==> src/rtl/trap_controller.sv <==
// Machine-mode trap sequencer: picks one trap cause by fixed priority, strobes the
// CSR file to save or restore state, then flushes and redirects the PC.
module trap_controller #(
  parameter int unsigned XLEN = 32
) (
  input  logic            clk,
  input  logic            reset,
  input  logic            instr_valid_in,
  input  logic [XLEN-1:0] pc_in,
  input  logic            illegal_instruction_in,
  input  logic            ecall_in,
  input  logic            ebreak_in,
  input  logic            misaligned_in,
  input  logic [XLEN-1:0] fault_addr_in,
  input  logic            mret_in,
  input  logic            mstatus_mie_in,
  input  logic [11:0]     mie_in,
  input  logic [11:0]     mip_in,
  input  logic [XLEN-1:0] mtvec_in,
  input  logic [XLEN-1:0] mepc_in,
  output logic            stall_out,
  output logic            flush_out,
  output logic            pc_redirect_valid_out,
  output logic [XLEN-1:0] pc_redirect_out,
  output logic            trap_we_out,
  output logic [XLEN-1:0] mepc_wdata_out,
  output logic [XLEN-1:0] mcause_wdata_out,
  output logic [XLEN-1:0] mtval_wdata_out,
  output logic            mret_we_out,
  output logic            busy_out
);

  localparam int unsigned CODE_W = 4;

  typedef enum logic [1:0] {
    IDLE     = 2'd0,
    SAVE     = 2'd1,
    REDIRECT = 2'd2,
    RETURN   = 2'd3
  } state_t;

  state_t state;

  logic [11:0]       int_bits;
  logic              int_pend;
  logic              exc_any;
  logic              take_trap;
  logic              take_mret;
  logic [CODE_W-1:0] int_code;
  logic [CODE_W-1:0] exc_code;
  logic [CODE_W-1:0] sel_code;
  logic [XLEN-1:0]   sel_tval;
  logic [XLEN-1:0]   sel_cause;
  logic              stall_q;
  logic [XLEN-1:0]   vec_base;
  logic [XLEN-1:0]   vec_off;
  logic              unused_bits;

  // Only MEI/MSI/MTI are implemented; the remaining mie/mip bits are don't-care.
  assign int_bits  = mie_in & mip_in;
  assign int_pend  = mstatus_mie_in & (int_bits[11] | int_bits[3] | int_bits[7]);
  assign exc_any   = misaligned_in | illegal_instruction_in | ecall_in | ebreak_in;
  assign take_trap = instr_valid_in & (int_pend | exc_any);
  assign take_mret = instr_valid_in & mret_in & ~(int_pend | exc_any);

  assign unused_bits = ^{int_bits[10:8], int_bits[6:4], int_bits[2:0], mepc_in[0]};

  // Fixed-priority cause selection; interrupts beat exceptions.
  always_comb begin
    int_code = CODE_W'(0);
    exc_code = CODE_W'(0);
    if (int_bits[11])     int_code = CODE_W'(11);
    else if (int_bits[3]) int_code = CODE_W'(3);
    else if (int_bits[7]) int_code = CODE_W'(7);
    if (misaligned_in)               exc_code = CODE_W'(0);
    else if (illegal_instruction_in) exc_code = CODE_W'(2);
    else if (ecall_in)               exc_code = CODE_W'(11);
    else if (ebreak_in)              exc_code = CODE_W'(3);
  end

  always_comb begin
    sel_code  = int_pend ? int_code : exc_code;
    sel_cause = {int_pend, {(XLEN-CODE_W-1){1'b0}}, sel_code};
    sel_tval  = (!int_pend && misaligned_in) ? fault_addr_in : '0;
  end

  // Sequencer; strobes and control outputs are registered alongside the state.
  always_ff @(posedge clk or negedge reset) begin
    if (!reset) begin
      state                 <= IDLE;
      stall_q               <= 1'b0;
      flush_out             <= 1'b0;
      pc_redirect_valid_out <= 1'b0;
      trap_we_out           <= 1'b0;
      mret_we_out           <= 1'b0;
      mepc_wdata_out        <= '0;
      mcause_wdata_out      <= '0;
      mtval_wdata_out       <= '0;
    end else begin
      stall_q               <= 1'b0;
      flush_out             <= 1'b0;
      pc_redirect_valid_out <= 1'b0;
      trap_we_out           <= 1'b0;
      mret_we_out           <= 1'b0;
      case (state)
        IDLE: begin
          if (take_trap) begin
            state            <= SAVE;
            mepc_wdata_out   <= pc_in;
            mcause_wdata_out <= sel_cause;
            mtval_wdata_out  <= sel_tval;
            trap_we_out      <= 1'b1;
            stall_q          <= 1'b1;
          end else if (take_mret) begin
            state                 <= RETURN;
            mret_we_out           <= 1'b1;
            pc_redirect_valid_out <= 1'b1;
            flush_out             <= 1'b1;
            stall_q               <= 1'b1;
          end
        end
        SAVE: begin
          state                 <= REDIRECT;
          pc_redirect_valid_out <= 1'b1;
          flush_out             <= 1'b1;
          stall_q               <= 1'b1;
        end
        REDIRECT: state <= IDLE;
        RETURN:   state <= IDLE;
        default:  state <= IDLE;
      endcase
    end
  end

  // Detect cycle stalls combinationally so execute cannot retire the trapping instruction.
  assign stall_out = stall_q | (reset & (state == IDLE) & (take_trap | take_mret));
  assign busy_out  = (state != IDLE);

  // Targets read mtvec/mepc live, so they reflect any CSR update made during SAVE.
  assign vec_base = {mtvec_in[XLEN-1:2], 2'b00};
  assign vec_off  = (mtvec_in[1:0] == 2'b01 && mcause_wdata_out[XLEN-1])
                    ? XLEN'({mcause_wdata_out[CODE_W-1:0], 2'b00}) : '0;

  always_comb begin
    pc_redirect_out = '0;
    if (state == REDIRECT)    pc_redirect_out = vec_base + vec_off;
    else if (state == RETURN) pc_redirect_out = {mepc_in[XLEN-1:1], 1'b0};
  end

endmodule

==> config.mk <==
export PLATFORM = sky130hd
export DESIGN_NAME = trap_controller
export DESIGN_NICKNAME = d
export VERILOG_FILES = /design/src/rtl/trap_controller.sv
export SDC_FILE = /design/constraint.sdc
export NUM_CORES = 1
export LEC_CHECK = 0
export CAP_MARGIN = 25
export CORE_AREA = 2 2 123 125
export CTS_BUF_LIST = sky130_fd_sc_hd__clkbuf_4
export CTS_CLUSTER_DIAMETER = 200
export CTS_CLUSTER_SIZE = 28
export DETAILED_ROUTE_END_ITERATION = 8
export DIE_AREA = 0 0 125 127
export HOLD_SLACK_MARGIN = 0.15
export PLACE_DENSITY_LB_ADDON = 0.2
export SLEW_MARGIN = 0
export SYNTH_ARGS = -nofsm -noshare
export SYNTH_HDL_FRONTEND = slang
export SYNTH_SLANG_ARGS = --single-unit
==> constraint.sdc <==
create_clock -name clk -period 2.95 [get_ports clk]
set_input_delay 0.295 -clock clk [delete_from_list [all_inputs] [get_ports clk]]
set_output_delay 0.295 -clock clk [all_outputs]
set_load 0.01 [all_outputs]
After elaboration in Yosys (flattened, before gate mapping)
Index checks and enable logic that the tools add are counted.
{"block": "word_totals", "input_bits": 161, "regBits": 75}
{"block": "classes", "eq_ne": 5, "n_reduce_logical": 7, "n_mux": 23, "bitwise_logic": 16, "addsub": 1}
{"op": "2-to-1 mux 32 bit", "n": 3}
{"op": "adder 32 x 6 -> 32 bit", "n": 1}
{"op": "2-to-1 mux 4 bit", "n": 5}
{"op": "AND 12 bit", "n": 1}
{"op": "OR 1 bit", "n": 8}
{"op": "AND 1 bit", "n": 6}
{"op": "2-to-1 mux 1 bit", "n": 6}
{"op": "2-to-1 mux 2 bit", "n": 3}
{"op": "2-to-1 mux 3 bit", "n": 2}
{"op": "2-to-1 mux 6 bit", "n": 1}
{"op": "case mux 2 bit (3 select lines)", "n": 1}
{"op": "== test 2 x 1 -> 1 bit, second input constant", "n": 2}
{"op": "== test 2 bit, second input constant", "n": 2}
{"op": "case mux 1 bit (2 select lines)", "n": 2}
{"op": "inequality test 3 bit, second input constant", "n": 1}
{"op": "logical AND 1 bit", "n": 2}
{"op": "zero test 2 bit", "n": 1}
{"op": "AND reduction 2 bit", "n": 1}
{"op": "nonzero test 2 bit", "n": 1}
{"op": "OR reduction 2 bit", "n": 1}
{"op": "zero test 1 bit", "n": 1}
{"op": "NOT 1 bit", "n": 1}

Logic depth before layout (Yosys ltp)
{"block": "logic_depth", "word_depth": 10, "mapped_depth": 10, "depth_no_buf": 9}

Worst setup path after synthesis
Ideal clock, no wire load.
{"block": "synth_path", "path_kind": "reg2out", "startpoint": "reg mcause_wdata_out[31]", "endpoint": "out pc_redirect_out[18]", "required_time_ps": 2655, "arrival_ps": 2404, "setup_slack_ps": 251, "stages_incl_launch_ff": 11, "path_cell_list": "dfrtp_1 -> and3b_1 -> and2_1 -> ha_1 -> fa_1 -> a211oi_1 -> or2_1 -> buf_2 -> nor3_1 -> xnor2_1 -> a21oi_1"}
{"block": "synth_via", "elab_chain_len": 4}
{"element": "start: declaration", "line": "27", "source": "output logic [XLEN-1:0] mcause_wdata_out,"}
{"element": "start signal: assignment", "line": "110", "source": "mcause_wdata_out <= sel_cause;"}
{"element": "logical AND 1 bit", "line": "141", "source": "assign vec_off = (mtvec_in[1:0] == 2'b01 && mcause_wdata_out[XLEN-1])"}
{"element": "2-to-1 mux 6 bit", "line": "142", "source": "? XLEN'({mcause_wdata_out[CODE_W-1:0], 2'b00}) : '0;"}
{"element": "adder 32 x 6 -> 32 bit", "line": "146", "source": "if (state == REDIRECT) pc_redirect_out = vec_base + vec_off;"}
{"element": "2-to-1 mux 32 bit", "line": "146"}
{"element": "end: declaration", "line": "24", "source": "output logic [XLEN-1:0] pc_redirect_out,"}
No other way between the ends.

Worst setup path after layout
{"block": "layout_path", "startpoint": "reg mcause_wdata_out[31]", "endpoint": "out pc_redirect_out[30]"}
Same word-level chain as after synthesis.

==> run_results.csv <==
group,metric,value,unit
global_routing,grt_pass1_vias,4750,
global_routing,antenna_found_initial,1,
cells_and_area,instances_no_fill,989,
global_routing,grt.total_usage,0.193,
synthesis,netlist_top_cells_count,"171 x nand2_1, 75 x dfrtp_1, 42 x nand3_1",
die,die_area,15900,um^2
cells_and_area,fin_nets,965,
worst_setup_path,path_max_fanout,7,
placement,io_buffers,247,
power_and_ir_drop,finalPower,3.57,mW
cts,numClockSinks,75,
timing,finalSetupViolations,18,
synthesis,ys_seq_area_frac,0.436,
worst_hold_path,holdCritPathClass,"input port to async pin",
cts,cts_max_path_buffers,2,
timing,rsz0062_at_grt,"yes",
placement,hpwl,11800,um
worst_setup_path,worstPathRequired,2.65,ns
timing,fmax,0.316,GHz
cells_and_area,nFillCells,1384,
synthesis,yosysWarnings,0,
global_routing,grt_max_degree,71,
synthesis,syn_inst,528,
worst_setup_path,worst_setup_path_start_kind,"flip-flop",
cts,cts_tree,"built",
timing,hold_viol,0,
power_and_ir_drop,power.leakage,3.42,nW
worst_setup_path,path_class,"flip-flop to output pin",
worst_setup_path,cpPeakStageDelay,0.41,ns
worst_setup_path,crit_slowest_cell,"dfrtp_1",
worst_setup_path,worst_path_most_repeated_cell,"a211oi_2",
timing,post-route-period-util,1.07,
placement,place_inst,960,
synthesis,ys_seq_elements,75,
power_and_ir_drop,p_per_area,477,nW/um^2
cells_and_area,areaGrowthSynthToFinish,73.7,%
routing,wire_per_inst,16.1,um
synthesis,yosys.area.top_type,"dfrtp_1",
routing,ant_nets,0,
die,die_h,127,um
routing,vias_per_cell,4.72,
die,die_x,125,um
timing,min_period,3.16,ns
die,initial_core_util,0.299,
worst_setup_path,r2r_setup_slack,0.88,ns
routing,drt-pass1-iter-count,4,
cts,clk_latency,0.42,ns
cts,clockRootBuffer,"clkbuf_4",
timing,relSlewSlack,0.510,
worst_setup_path,endpoint_kind,"output pin",
synthesis,avgSynthCellArea,8.16,um^2
cts,htree_levels,3,
global_routing,grt_pass1_wl,24500,um
synthesis,synthDistinctLibCells,49,
synthesis,synthFlopType,"dfrtp_1",
die,rows,44,
cells_and_area,finish.utilization,0.519,
outcome,violations,"setup timing",
timing,slew_violations,0,
routing,drc,0,
cts,cts_buffers,9,
timing,skew,0.0155,ns
cells_and_area,stdcell_area,7480,um^2
cells_and_area,drive_above_1_share,0.165,
global_routing,overflow,0,
timing,hold_slack,0.304,ns
worst_setup_path,path_cells,"and3b_2 > and2_4 > ha_4 > fa_2 > a211oi_2 > buf_4 > nor2_4 > buf_12 > nand3_4 > nor3b_2 > a211oi_2 > buf_2",
outcome,outcome,"finished, violations left",
timing,timing.final.ws_setup,-0.213,ns
die,ios,295,
synthesis,synth_most_common_cell,"nand2_1",
routing,dr.first_iter.drc_count,185,
worst_setup_path,crit_arrival,2.87,ns
synthesis,syn_area,4310,um^2
synthesis,async_flop_share,1.00,
synthesis,yosys.area.top_type_share,0.436,
synthesis,ys_top_cells_by_area,"dfrtp_1 44%, nand2_1 15%, buf_4 5.1%",
worst_setup_path,timing.rr.end,"mcause_wdata_out[3]$_DFFE_PN0P_",
routing,vias,4671,
worst_setup_path,r2r-start,"state[1]$_DFFE_PN0P_",
worst_setup_path,worst-r2r-cell-count,4,
placement,postPlaceCellArea,7050,um^2
job,maxCapViolCount,0,
timing,worst_pin_slew,0.736,ns
power_and_ir_drop,irDropWorstVdd,258,uV
synthesis,synth_edf_count,0,
cts,clk_pin_slew,0.12,ns
routing,routed_wl,15900,um
placement,gp_congestion,0.831,
die,core_area,14400,um^2
[what timing repair did]
item	in CTS	in global routing
gates resized for setup	129	26
gates cloned	0	0
endpoints found under the hold margin	23	0
pin swaps	37	23
setup buffers	8	6
endpoints found under the setup margin	29	28
hold buffers	1	0
[critical path: cells and delay by family (launching register included)]
family	cells	cell delay [ns]
fa+ha+maj	2	0.54
compound gates	2	0.45
buf+inv	3	0.47
flops	1	0.41
simple gates	5	0.58
[metrics by stage]
step,TNS (ns),worst slack (ns)
6_report,-2.43,-0.213
5_1_grt,-6.25,-0.370
4_1_cts,-3.64,-0.194
3_5_place_dp,-13.33,-0.700
3_3_place_gp,-11.08,-0.581
2_1_floorplan,0,0.251
[how the worst max path moves through the flow]
stage                                     startpoint                   to  slack [ns]  cells past startpoint
finish              mcause_wdata_out[31]$_DFFE_PN0P_  pc_redirect_out[30]       -0.21                     12
global route        mcause_wdata_out[31]$_DFFE_PN0P_  pc_redirect_out[20]       -0.37                     11
CTS                 mcause_wdata_out[31]$_DFFE_PN0P_  pc_redirect_out[18]       -0.19                     11
detailed placement                       mtvec_in[1]  pc_redirect_out[20]       -0.70                     12
global placement                         mtvec_in[1]  pc_redirect_out[18]       -0.58                     12
floorplan           mcause_wdata_out[31]$_DFFE_PN0P_  pc_redirect_out[18]        0.25                     10
[cells in the final DEF (no fill, tap or decap), drive strengths merged, types with 2 or more instances in the layout]
cell	Yosys	routed
nor2	18	18
dlygate4sd2	0	4
nor4	7	7
conb	1	28
dfrtp	75	75
and2	6	6
ha	4	4
buf	46	67
nor2b	4	4
xor2	5	5
inv	7	8
nor3b	3	3
a31oi	2	2
a211oi	5	5
clkdlybuf4s50	0	217
o21ai	31	31
nor3	6	6
clkinv	0	2
nand3	43	43
clkbuf	13	12
nand2b	2	2
nand4	10	10
mux2i	3	3
and3	7	7
a21oi	27	27
nand2	171	171
bufinv	0	2
clkdlybuf4s15	0	2
xnor2	18	18
a21o	2	2
[cells by family after synthesis]
| kind of cell | synth area share |
|---|---|
| compound gates | 0.0982 |
| xor+xnor | 0.0468 |
| fa+ha+maj | 0.0163 |
| buf+inv | 0.0871 |
| flops | 0.436 |
| mux | 0.00697 |
| other cells | 0.000870 |
| simple gates | 0.308 |
[layer usage]
metal | global-route usage | share of wire | routed length [um] | up-vias
met2 | 0.334 | 0.49 | 7830 | 228
met1 | 0.212 | 0.38 | 6040 | 2178
met4 | 0.0667 | 0.019 | 298 | 0
li1 | - | - | - | 2247
met3 | 0.0842 | 0.11 | 1720 | 18
met5 | 0 | 0 | 0 | -
[report_power, final]
group / total (mW) / internal [mW] / switching (mW) / leakage [nW]
combinational: 1.47 / 0.781 / 0.684 / 2.38
clock: 0.722 / 0.361 / 0.361 / 0.0865
sequential: 1.38 / 1.24 / 0.136 / 0.959
[sequential cells by signal, summed over array words and instances (netlist names)]
register and flops:
mcause_wdata_out 5, mepc_wdata_out 32, mret_we_out 1, mtval_wdata_out 32, pc_redirect_valid_out 1, stall_q 1, state 2, trap_we_out 1
[layout make-up]
cell class | count | area [um^2] | share of cell area
repair buffers | 292 | 2770 | 0.370
multi-input cells | 414 | 2420 | 0.323
flip-flops and latches | 75 | 1880 | 0.251
well taps | 184 | 230 | 0.0308
clock buffers | 11 | 82.6 | 0.0110
clock inverters | 5 | 76.3 | 0.0102
inverters | 7 | 26.3 | 0.00351
diodes | 1 | 2.50 | 0.000334
No activity file was read; power rests on OpenSTA's default activity.
